--- src/rtl/alu_pipe.sv ---
// Two-stage pipelined ALU with valid/ready handshakes, status flags
// and an accumulator; 4-bit opcode, parametrised operand width.
module alu_pipe #(
  parameter int WIDTH = 32,
  parameter int SHW   = 5
) (
  input  logic             clk,
  input  logic             rst_n,
  input  logic             in_valid,
  output logic             in_ready,
  input  logic [3:0]       op_code,
  input  logic [WIDTH-1:0] a,
  input  logic [WIDTH-1:0] b,
  output logic             out_valid,
  input  logic             out_ready,
  output logic [WIDTH-1:0] y,
  output logic [4:0]       flags,
  output logic [WIDTH-1:0] acc
);

  localparam logic [3:0] OP_A   = 4'b0000;
  localparam logic [3:0] OP_ADD = 4'b0001;
  localparam logic [3:0] OP_SUB = 4'b0010;
  localparam logic [3:0] OP_AND = 4'b0011;
  localparam logic [3:0] OP_OR  = 4'b0100;
  localparam logic [3:0] OP_INC = 4'b0101;
  localparam logic [3:0] OP_DEC = 4'b0110;
  localparam logic [3:0] OP_B   = 4'b0111;
  localparam logic [3:0] OP_SHL = 4'b1000;
  localparam logic [3:0] OP_SHR = 4'b1001;
  localparam logic [3:0] OP_XOR = 4'b1010;
  localparam logic [3:0] OP_ACC = 4'b1011;
  localparam logic [3:0] OP_CLR = 4'b1100;

  localparam logic [WIDTH-1:0] ONE = {{(WIDTH-1){1'b0}}, 1'b1};

  logic             s1_valid;
  logic [3:0]       s1_op;
  logic [WIDTH-1:0] s1_a;
  logic [WIDTH-1:0] s1_b;
  logic             s2_valid;
  logic             adv;

  assign adv       = !s2_valid || out_ready;
  assign in_ready  = !s1_valid || adv;
  assign out_valid = s2_valid;

  logic [WIDTH-1:0] add_l;
  logic [WIDTH-1:0] add_r;
  logic [WIDTH-1:0] sub_r;
  logic [WIDTH:0]   sum;
  logic [WIDTH:0]   dif;
  logic             add_v;
  logic             sub_v;
  logic [SHW-1:0]   amt;
  logic             big;
  logic [WIDTH-1:0] ny;
  logic             nc;
  logic             nv;
  logic             nill;
  logic [4:0]       nf;

  // Adder is shared by add/inc/acc, subtractor by sub/dec.
  always_comb begin
    add_l = s1_a;
    add_r = s1_b;
    sub_r = s1_b;
    if (s1_op == OP_INC) add_r = ONE;
    if (s1_op == OP_ACC) begin
      add_l = acc;
      add_r = s1_a;
    end
    if (s1_op == OP_DEC) sub_r = ONE;
    sum   = {1'b0, add_l} + {1'b0, add_r};
    dif   = {1'b0, s1_a} - {1'b0, sub_r};
    add_v = (add_l[WIDTH-1] == add_r[WIDTH-1]) &&
            (sum[WIDTH-1] != add_l[WIDTH-1]);
    sub_v = (s1_a[WIDTH-1] != sub_r[WIDTH-1]) &&
            (dif[WIDTH-1] != s1_a[WIDTH-1]);
    amt   = s1_b[SHW-1:0];
    big   = int'(amt) >= WIDTH;
  end

  always_comb begin
    ny   = '0;
    nc   = 1'b0;
    nv   = 1'b0;
    nill = 1'b0;
    case (s1_op)
      OP_A:   ny = s1_a;
      OP_B:   ny = s1_b;
      OP_AND: ny = s1_a & s1_b;
      OP_OR:  ny = s1_a | s1_b;
      OP_XOR: ny = s1_a ^ s1_b;
      OP_SHL: ny = big ? '0 : (s1_a << amt);
      OP_SHR: ny = big ? '0 : (s1_a >> amt);
      OP_CLR: ny = acc;
      OP_ADD, OP_INC, OP_ACC: begin
        ny = sum[WIDTH-1:0];
        nc = sum[WIDTH];
        nv = add_v;
      end
      OP_SUB, OP_DEC: begin
        ny = dif[WIDTH-1:0];
        nc = dif[WIDTH];
        nv = sub_v;
      end
      default: nill = 1'b1;
    endcase
    nf = {nill, nv, nc, ny[WIDTH-1], ny == '0};
  end

  always_ff @(posedge clk or negedge rst_n) begin
    if (!rst_n) begin
      s1_valid <= 1'b0;
      s1_op    <= '0;
      s1_a     <= '0;
      s1_b     <= '0;
      s2_valid <= 1'b0;
      y        <= '0;
      flags    <= '0;
      acc      <= '0;
    end else begin
      if (in_ready) begin
        s1_valid <= in_valid;
        if (in_valid) begin
          s1_op <= op_code;
          s1_a  <= a;
          s1_b  <= b;
        end
      end
      // acc moves only with the beat, so a stall never touches it.
      if (adv) begin
        s2_valid <= s1_valid;
        if (s1_valid) begin
          y     <= ny;
          flags <= nf;
          if (s1_op == OP_ACC) acc <= sum[WIDTH-1:0];
          if (s1_op == OP_CLR) acc <= '0;
        end
      end
    end
  end

endmodule

--- config.mk ---
export PLATFORM = sky130hd
export DESIGN_NAME = alu_pipe
export DESIGN_NICKNAME = d
export VERILOG_FILES = /design/src/rtl/alu_pipe.sv
export SDC_FILE = /design/constraint.sdc
export NUM_CORES = 1
export LEC_CHECK = 0
export ABC_AREA = 0
export CAP_MARGIN = 30
export CELL_PAD_IN_SITES_DETAIL_PLACEMENT = 0
export CELL_PAD_IN_SITES_GLOBAL_PLACEMENT = 1
export CORE_ASPECT_RATIO = 0.5
export CORE_UTILIZATION = 47
export DETAILED_ROUTE_END_ITERATION = 8
export MAX_ROUTING_LAYER = met4
export PLACE_DENSITY_LB_ADDON = 0.1
export SYNTH_ARGS = -nofsm -noshare
export SYNTH_HDL_FRONTEND = slang
export SYNTH_SLANG_ARGS = --single-unit
--- constraint.sdc ---
create_clock -name clk -period 8.5 [get_ports clk]
set_input_delay 1.7 -clock clk [delete_from_list [all_inputs] [get_ports clk]]
set_output_delay 1.7 -clock clk [all_outputs]
set_load 0.01 [all_outputs]
==> run_results.csv, run 1 <==
group,metric,value,unit
global_routing,grt_pass1_vias,15900,
sta,setup-tns-final,0,ns
sta,min_period_over_period,75.4,%
setup_path,cp_max_fo,28,
yosys,synth-edff-count,0,
yosys,synth-main-ff-cell,"dfrtp_1",
power,switchingPower,2.93,mW
yosys,synth_mux_area_share,14.6,%
yosys,synthTopCellsByArea,"dfrtp_1 21%, ha_1 9.8%, mux2_2 6.7%",
routing,vias,18500,
yosys,synth_nets,2255,
global_routing,grt_overflow,0,
yosys,synth_seq_area_share,20.9,%
yosys,synth_top_area_cell,"dfrtp_1",
global_routing,antenna_found_initial,4,
clocking,cts_buffers,17,
setup_path,end_kind,"flip-flop",
clocking,cts_tree,"built",
routing,routedWlPerCell,33.6,um
sta,hold_slack,0.475,ns
clocking,insertion_delay,0.48,ns
sta,fmax,156,MHz
sta,clock_skew,0.0296,ns
place,gp_congestion,1.20,
routing,dr_wl_met3,17.6,mm
layout,layout-drive-gt1-share,11.6,%
place,dp_slack,2.36,ns
routing,drtIter0Drc,3327,
floorplanning,die_area,35900,um2
power,power_density,294,nW/um2
global_routing,grt_max_degree,98,
yosys,ys_warn_count,0,
sta,layout_setup_ws,2.09,ns
floorplanning,rows,48,
power,ir_drop,0.145,mV
power,p_comb_share,61.0,%
routing,firstDrtPassIters,6,
floorplanning,floorplan.initialDensity,47.8,%
clocking,clkTransAtPathRegs,0.09,ns
sta,slew_headroom,17.7,%
clocking,ctsHoldBuffers,0,
yosys,synthesis.area,16500,um2
yosys,synthXorXnorAreaFrac,2.28,%
global_routing,grt_first_pass_wirelength,119,mm
layout,fin_nets,2279,
setup_path,crit_required,8.87,ns
yosys,synth-async-reset-ratio,100,%
routing,routed_via_density,7.20,
floorplanning,core_area,34500,um2
layout,syn_to_final_growth,13.6,%
power,intPower,2.58,mW
sta,hold_violations,0,
floorplanning,die_y,135,um
setup_path,worst-setup-path-type,"flip-flop to flip-flop",
power,sw_frac_of_total,53.2,%
yosys,synth_cells,2052,
power,leakage,7.87,nW
place,dpl.hpwl,67.1,mm
sta,worst_pin_slew,1.22,ns
clocking,htreeDepth,4,
routing,met2_length,29.5,mm
clocking,cts.path.max_buffers,2,
setup_path,critical_path.cell_chain,"and3b_1 > o21ai_2 > buf_4 > a22oi_1 > ha_1 > inv_1 > fa_1 > nor2b_1 > o31ai_2 > a21boi_1 > o31a_1 > xor2_1 > a221oi_1 > o211ai_1 > nor4_1 > nand4b_1 > o31ai_1",
setup_path,critical_path.slowest_cell,"o21ai_2",
yosys,synth_compound_area_share,27.6,%
yosys,synth_area_per_cell,8.04,um2
routing,postRouteAntennaNets,0,
setup_path,start_kind,"flip-flop",
routing,highest_layer,"met4",
clocking,clock_tree.root_cell,"clkbuf_16",
floorplanning,ios,143,
run,drv_cap,0,
sta,rsz0062_at_grt,"no",
hold_path,min_path_type,"flip-flop to flip-flop",
sta,setup_viol,0,
floorplanning,die_x,267,um
routing,finalWirelength,86.2,mm
place,portBuffers,142,
yosys,synth_top_cell_area_share,20.9,%
clocking,post_cts_buffers,0,
power,power_frac_clock,14.5,%
setup_path,worstPathArrival,6.78,ns
sta,fin_crit,6.41,ns
power,power.share.sequential,24.5,%
routing,wl_met1,37.5,mm
yosys,synthAdderAreaFrac,10.0,%
outcome,status,"completed",
yosys,ys_ff_latch,138,
clocking,cts_resized,0,
sta,slew_violations,0,
routing,post-route-drc-count,0,
global_routing,grt_use_total,48.6,%
yosys,yosys.cell_types.count,88,
yosys,synth_top_family_by_area,"compound AO/OA/AOI/OAI gates",
setup_path,max_stage_delay,0.91,ns
clocking,clock_sinks,138,
yosys,synthSimpleGateAreaFrac,18.0,%
Yosys cell counts (all sizes together) (27+ instances only):
cell / number
mux4: 37
nand4: 29
nor2: 123
nand2: 267
ha: 129
nand3: 49
o211ai: 29
buf: 52
mux2: 98
o21ai: 152
a22oi: 32
mux2i: 48
xnor2: 27
a21oi: 120
clkbuf: 125
nor3: 31
inv: 88
dfrtp: 138
a22o: 63
logic make-up (layout without fill, tap and decap cells):
family | count (synthesis) | in the layout
AO/OA/AOI/OAI | 658 | 658
XOR/XNOR | 43 | 43
adder cells (fa/ha/maj) | 131 | 131
buffers and inverters | 266 | 303
flip-flops | 138 | 138
multiplexers | 183 | 183
other | 0 | 4
AND/OR/NAND/NOR | 633 | 633
metal layers:
metal	global-route usage [%]	vias to the layer above
met5	-	-
met1	69.0	8989
met3	30.6	175
met4	7.41	0
li1	-	7745
met2	55.8	1589
sequential cells by signal (all words and copies together), names as in the netlist:
signal	count
acc	32
y	31
out_valid	1
s1_b	32
s1_op	4
s1_valid	1
flags	5
s1_a	32
path summary, 6_finish.rpt:
path                          start       end  slack, ns  cells after the start
setup / recovery           s1_op[3]  flags[0]       2.09                     17
hold / removal                y[13]     y[13]       0.48                      2
setup reg to reg           s1_op[3]  flags[0]       2.09                     17
hold reg to reg               y[13]     y[13]       0.48                      2
max in group asynchronous     rst_n   s1_b[0]       5.84                      2
min in group asynchronous     rst_n      y[4]       1.28                      1
area by class of cell:
type	instances	area [um2]
fillers	3316	15800
multi-input cells	1648	12000
flip-flops and latches	138	3460
repair buffers	182	1730
well taps	475	594
clock buffers	20	447
inverters	89	334
clock inverters	12	144
diodes	4	10.0
metrics by stage:
step | cell area, um2 | utilization (%) | power (mW) | instances
after global placement | 18100 | 52.5 | 4.44 | 2529
after detailed placement | 18100 | 52.5 | 4.44 | 2530
after floorplan | 16500 | - | 3.03 | 2052
after global routing | 18700 | 54.3 | 5.64 | 2568
final | 18700 | 54.3 | 5.50 | 2568
after CTS | 18700 | 54.2 | 5.24 | 2562
layout by cell type, fill, tap and decap left out, types with 24 or more instances in the layout:
cell type,instances
a21o_1,24
a21oi_1,120
a22o_1,63
a22oi_1,32
buf_4,37
clkdlybuf4s50_1,141
dfrtp_1,135
ha_1,129
inv_1,85
mux2_2,98
mux2i_1,48
mux4_2,37
nand2_1,265
nand3_1,49
nand4_1,29
nor2_1,121
nor3_1,29
o211ai_1,29
o21ai_0,146
xnor2_1,27
critical path, delay by kind of cell, from the launching register on:
| kind | cells | cell delay, ns |
|---|---|---|
| AOI/OAI and AO/OA | 8 | 3.15 |
| xor gates and xnor gates | 1 | 0.19 |
| adders and majority gates | 2 | 0.48 |
| buffers and inverters | 2 | 0.44 |
| DFF | 1 | 0.76 |
| and+or+nand+nor | 4 | 1.26 |
power groups by stage:
| stage | Clock (mW) | Sequential [mW] | Combinational [mW] |
|---|---|---|---|
| 6_report | 0.798 | 1.35 | 3.36 |
| 5_1_grt | 0.822 | 1.32 | 3.50 |
| 4_1_cts | 0.797 | 1.28 | 3.17 |
| 3_5_place_dp | 0 | 1.29 | 3.15 |
| 3_3_place_gp | 0 | 1.29 | 3.14 |
| 2_1_floorplan | 0 | 1.07 | 1.95 |
No activity file was read; power rests on OpenSTA's default activity.
==> inputs of run 2 (changes only) <==
- CORE_UTILIZATION: 47 -> 41
- clock period: 8.5 -> 5.56 ns (I/O delays scaled with it)
==> run_results.csv, run 2 (synthesis gave the netlist of run 1 again) <==
group,metric,value,unit
routing,postRouteAntennaNets,0,
routing,routedWlPerCell,34.6,um
layout,layout_common_cells,"265 x nand2_1, 146 x o21ai_0, 141 x clkdlybuf4s50_1, 135 x dfrtp_1, 129 x ha_1",
clocking,htreeDepth,4,
power,power_density,450,nW/um2
global_routing,grt_use_total,46.5,%
setup_path,cp_max_fo,61,
sta,rsz0062_at_grt,"no",
power,intPower,4.14,mW
global_routing,grt_pass1_vias,16400,
power,switchingPower,4.63,mW
power,sw_frac_of_total,52.8,%
run,drv_cap,0,
setup_path,r2r_slack,0.16,ns
global_routing,grt_max_degree,139,
setup_path,crit_start,"s1_op[3]",
power,total_power,8.77,mW
power,ir_drop,0.293,mV
hold_path,hold_depth,2,
power,power.share.sequential,22.9,%
sta,min_period_over_period,97.1,%
routing,drtIter0Drc,3089,
routing,routed_via_density,6.93,
clocking,insertion_delay,0.48,ns
place,portBuffers,142,
floorplanning,die_x,286,um
floorplanning,core_area,39200,um2
clocking,cts.path.max_buffers,2,
floorplanning,die_area,41100,um2
outcome,status,"completed",
hold_path,hp-start,"y[29]",
sta,fin_crit,5.40,ns
setup_path,reg2reg_to,"flags[0]",
setup_path,reg2reg_depth,16,
sta,slew_headroom,25.8,%
routing,firstDrtPassIters,6,
floorplanning,floorplan.initialDensity,42.1,%
clocking,clock_sinks,138,
layout,nFillCells,3924,
sta,fmax,185,MHz
layout,top_regs,"acc x32, s1_a x32, s1_b x32",
place,post_dp_cell_area,18800,um2
clocking,clkTransAtPathRegs,0.06,ns
sta,hold_violations,0,
setup_path,worstPathArrival,5.78,ns
floorplanning,rows,51,
layout,layout_commonest_cell,"nand2_1",
setup_path,start_kind,"flip-flop",
floorplanning,die_y,144,um
routing,finalWirelength,93.6,mm
clocking,cts_tree,"built",
routing,vias,18700,
floorplanning,ios,143,
sta,worst_pin_slew,1.11,ns
place,dpl.hpwl,74.8,mm
setup_path,worst-setup-path-type,"flip-flop to flip-flop",
power,leakage,8.27,nW
hold_path,min_to,"y[29]",
power,power_frac_clock,14.1,%
sta,layout_setup_ws,0.160,ns
place,gp_congestion,1.17,
layout,fin_nets,2359,
layout,final_area,19500,um2
layout,layout-drive-gt1-share,14.9,%
power,p_comb_share,63.0,%
hold_path,min_path_type,"flip-flop to flip-flop",
clocking,clock_tree.root_cell,"clkbuf_16",
setup_path,end_kind,"flip-flop",
sta,clock_skew,0.0153,ns
clocking,cts_buffers,17,
place,dp_slack,-0.226,ns
global_routing,antenna_found_initial,5,
global_routing,grt_overflow,0,
global_routing,grt_first_pass_wirelength,128,mm
sta,slew_violations,0,
layout,syn_to_final_growth,18.0,%
sta,setup_viol,0,
setup_path,reg2reg_from,"s1_op[3]",
setup_path,crit_required,5.94,ns
routing,post-route-drc-count,0,
==> run 2: metal layers <==
| layer | GRT usage, % | up-vias | routed length (um) | part of all wire, % |
|---|---|---|---|---|
| li1 | - | 7888 | - | - |
| met1 | 66.5 | 9255 | 42300 | 45 |
| met2 | 52.0 | 1476 | 31500 | 34 |
| met3 | 29.8 | 114 | 18600 | 20 |
| met4 | 6.45 | 0 | 1190 | 1.3 |
| met5 | - | - | 0 | 0 |
==> run 2: through the flow <==
step,util (%),hold slack [ns],std cells,TNS [ns]
6_report,49.6,0.476,2704,0
5_1_grt,49.6,0.499,2703,0
4_1_cts,49.5,0.478,2696,0
3_5_place_dp,48.0,0.463,2664,-0.226
3_3_place_gp,48.0,0.458,2664,-0.309
2_1_floorplan,-,0.471,2052,0
==> run 2: how the worst max path moves through the flow <==
| stage | to | slack, ns | cells after the start |
|---|---|---|---|
| after floorplan | flags[0] | 0.57 | 21 |
| after global placement | flags[0] | -0.31 | 16 |
| after detailed placement | flags[0] | -0.23 | 16 |
| after CTS | flags[0] | 0.03 | 18 |
| after global routing | flags[0] | 0.04 | 16 |
| final | flags[0] | 0.16 | 16 |
==> run 2: cell type report <==
class	count	area, um2	share of cell area, %
inverters	89	334	1.72
clock buffers	21	450	2.31
well taps	530	663	3.40
multi-input cells	1648	12000	61.8
repair buffers	262	2370	12.1
flip-flops and latches	138	3460	17.8
diodes	5	12.5	0.0642
clock inverters	11	148	0.758
==> run 2: worst max-delay path, cell delays in order (launching register included) <==
cell	delay, ns
dfrtp_1	0.67
nand2b_1	0.18
nor3_2	0.21
buf_12	0.23
buf_8	0.32
a22o_1	0.24
ha_1	0.36
a21o_1	0.23
a31oi_2	0.46
o311ai_0	0.31
nor3_2	0.68
o21a_1	0.26
o2111ai_1	0.11
nor4_1	0.42
buf_4	0.19
nand4b_1	0.12
o31ai_1	0.26
==> run 2: repair_timing <==
action                     4_1_cts  5_1_grt
cloned                           0        0
resized for setup                3        4
hold buffers                     0        0
setup endpoints to repair        1        1
buffers inserted                 0        0
==> run 2: power by group through the flow <==
stage	Combinational [mW]	Sequential, mW	Clock, mW
floorplan	2.99	1.64	0
global placement	5.20	1.94	0
CTS	5.22	1.92	1.24
global route	5.75	1.99	1.28
detailed placement	5.20	1.93	0
finish	5.53	2.01	1.23
==> variant: new RTL, config.mk and constraints of run 2 <==
Change the parameter `SHW` from 5 to 10.
--- a/src/rtl/alu_pipe.sv
+++ b/src/rtl/alu_pipe.sv
@@ -3,5 +3,5 @@
 module alu_pipe #(
   parameter int WIDTH = 32,
-  parameter int SHW   = 5
+  parameter int SHW   = 10
 ) (
   input  logic             clk,
Formal check against the unedited RTL: not equivalent (a bounded check fails within 4 cycles, from zero or initial values and one cycle with rst_n low).
==> variant against run 2 <==
  * Count of clock-buffer cells in the layout is 2 lower
  * Critical path depth is 2 lower
  * Wire length up 0.68%
  * Total power down 3.3%
  * Sequential cell count stayed put
  * Synthesized area up 4.0%
  * Worst setup slack worse by 0.072 ns
  * Cell area rose by 2.4%
  * Critical path type unchanged
==> variant: results (changes against run 2) <==
Cells and area
  – Clock buf/inv share: 2.89% (-0.18 points)
  – Synth-to-Final Area Change: 16.2%
  – Inverters: 82 (-7.9%)
  – # diodes: 7 (+2)
  – Area of the multi-input gates: 12,600 um2 (+4.9%)
  – Multi-input gates: 1,700 (+3.2%)
  – Clock buffers: 19 (-9.5%)
  – Biggest regs: acc x32, s1_a x32, s1_b x32
  – Seq. cell area: 3460 um2 (+0.11%)
  – Fin nets: 2,388 (+1.2%)
  – Bufs w/o clock: 247 (-5.7%)
  – Fill count: 4,077 (+3.9%)
  – Non-Clock Buffer Area Fraction: 11.4% (-0.79 points)
  – Layout cells sized above 1: 14.4% (-0.47 points)

Synth
  – Synth area leaders: dfrtp_1 20%, ha_1 9.3%, mux4_2 7.0%, mux2_2 6.0%, nand2_1 5.9%
  – Sequential-to-total area share from yosys stat: 20.1% (-0.80 points)
  – Post-synth top cells: 272 x nand2_1, 142 x nor2_1, 138 x dfrtp_1
  – Mean post-synth cell area: 8.17 um2 (+1.6%)
  – Syn Nets: 2,303 (+2.1%)
  – Post-synth cell types: 90 (+2.3%)

Pwr
  – Reg power frac: 22.9% (about the same)
  – Leakage power: 8.36 nW (+1.2%)
  – Max rail drop VDD: 261 uV (-11%)
  – P_int: 4.04 mW (-2.4%)
  – Comb pwr: 5.32 mW (-3.8%)
  – Clock power share: 14.4% (+0.3 points)

Place
  – Dpl cells: 2,706 (+1.6%)
  – Final GP Congestion: 1.11 (-5.0%)
  – Dpl ws: 0.206 ns (+0.432 ns)
  – HPWL Detailed: 73.5 mm (-1.8%)
  – Area of placed instances: 19,300 um2 (+2.7%)

Status
  – Run status: completed

Critical path
  – Crit path max fanout: 16 (-74%)
  – Crit path DAT: 5.89 ns (+0.11 ns)

Drt
  – DR vias: 19,000 (+1.7%)
  – Routed len/inst: 34.3 um (-0.82%)
  – 1st-pass router iterations: 9 (+3)
  – DR iter-0 viols: 3,138 (+1.6%)
  – Via density: 6.94 (+0.15%)

GRT
  – Tot GR Track Use: 44.7% (-1.8 points)
  – Vias in the first global route: 17,200 (+4.6%)
  – First-pass GRT wire length: 131 mm (+2.1%)
  – Largest net degree at the start of global routing: 82 (-41%)
  – Initial antenna violation count: 10 (+5)

Die
  – Core area: 40,900 um2 (+4.1%)

CTS
  – # resized after CTS: 0 (-3)
  – CTS clk-pin slew, worst paths: 0.07 ns

Timing
  – Relative slew margins: 25.9% (+0.14 points)
  – Fin Clk Skew: 0.0192 ns (+0.00383 ns)
==> variant: cell types whose count changed after synthesis, sizes merged, moves of 9 or more <==
cell,run 2,this run
clkbuf,125,111
nand3,49,37
o21ai,152,141
mux2i,48,69
nor3,31,41
a21o,24,15
a22o,63,81
nor2,123,142
inv,88,79
a222oi,5,16
buf,52,70
a32oi,14,3
mux4,37,53
o22ai,16,25
==> variant: worst max-delay path, stage by stage, from the launching register on <==
cell and delay [ns]:
dfrtp_1 0.98, inv_1 0.55, o21ai_0 0.30, ha_1 0.34, and3_1 0.21, and2_0 0.26
a21boi_0 0.39, o32a_1 0.21, o21ai_0 0.17, a2111oi_1 0.68, nand4b_1 0.36, nor3b_1 0.29
nand4_1 0.15, nor4_1 0.29, a32o_1 0.21
==> variant: per-layer routing <==
metal  GRT usage (%)  vias to the layer above  share of wire [%]
met3            20.7                      130                 16
met4            9.74                        0                2.1
met1            63.6                     9446                 44
li1                -                     8073                  -
met5               -                        -                  0
met2            55.7                     1396                 37
==> variant: cells by family (layout without fill, tap and decap cells) <==
logic type | after synthesis | in the layout | synth area share, %
adder cells (fa/ha/maj) | 130 | 130 | 9.56
XOR/XNOR | 46 | 46 | 2.35
other | 0 | 7 | 0
buffers and inverters | 263 | 360 | 6.69
AND/OR/NAND/NOR | 657 | 657 | 17.9
multiplexers | 214 | 214 | 17.0
AO/OA/AOI/OAI | 653 | 653 | 26.4
flip-flops | 138 | 138 | 20.1
==> variant: worst paths after layout <==
kind,startpoint,to,cells after the start,slack [ns]
min reg2reg,flags[3],flags[3],2,0.48
max in group asynchronous,rst_n,s1_b[0],2,4.03
min in group asynchronous,rst_n,acc[20],1,0.59
max reg2reg,s1_a[22],flags[0],14,0.09
max,s1_a[22],flags[0],14,0.09
min,flags[3],flags[3],2,0.48
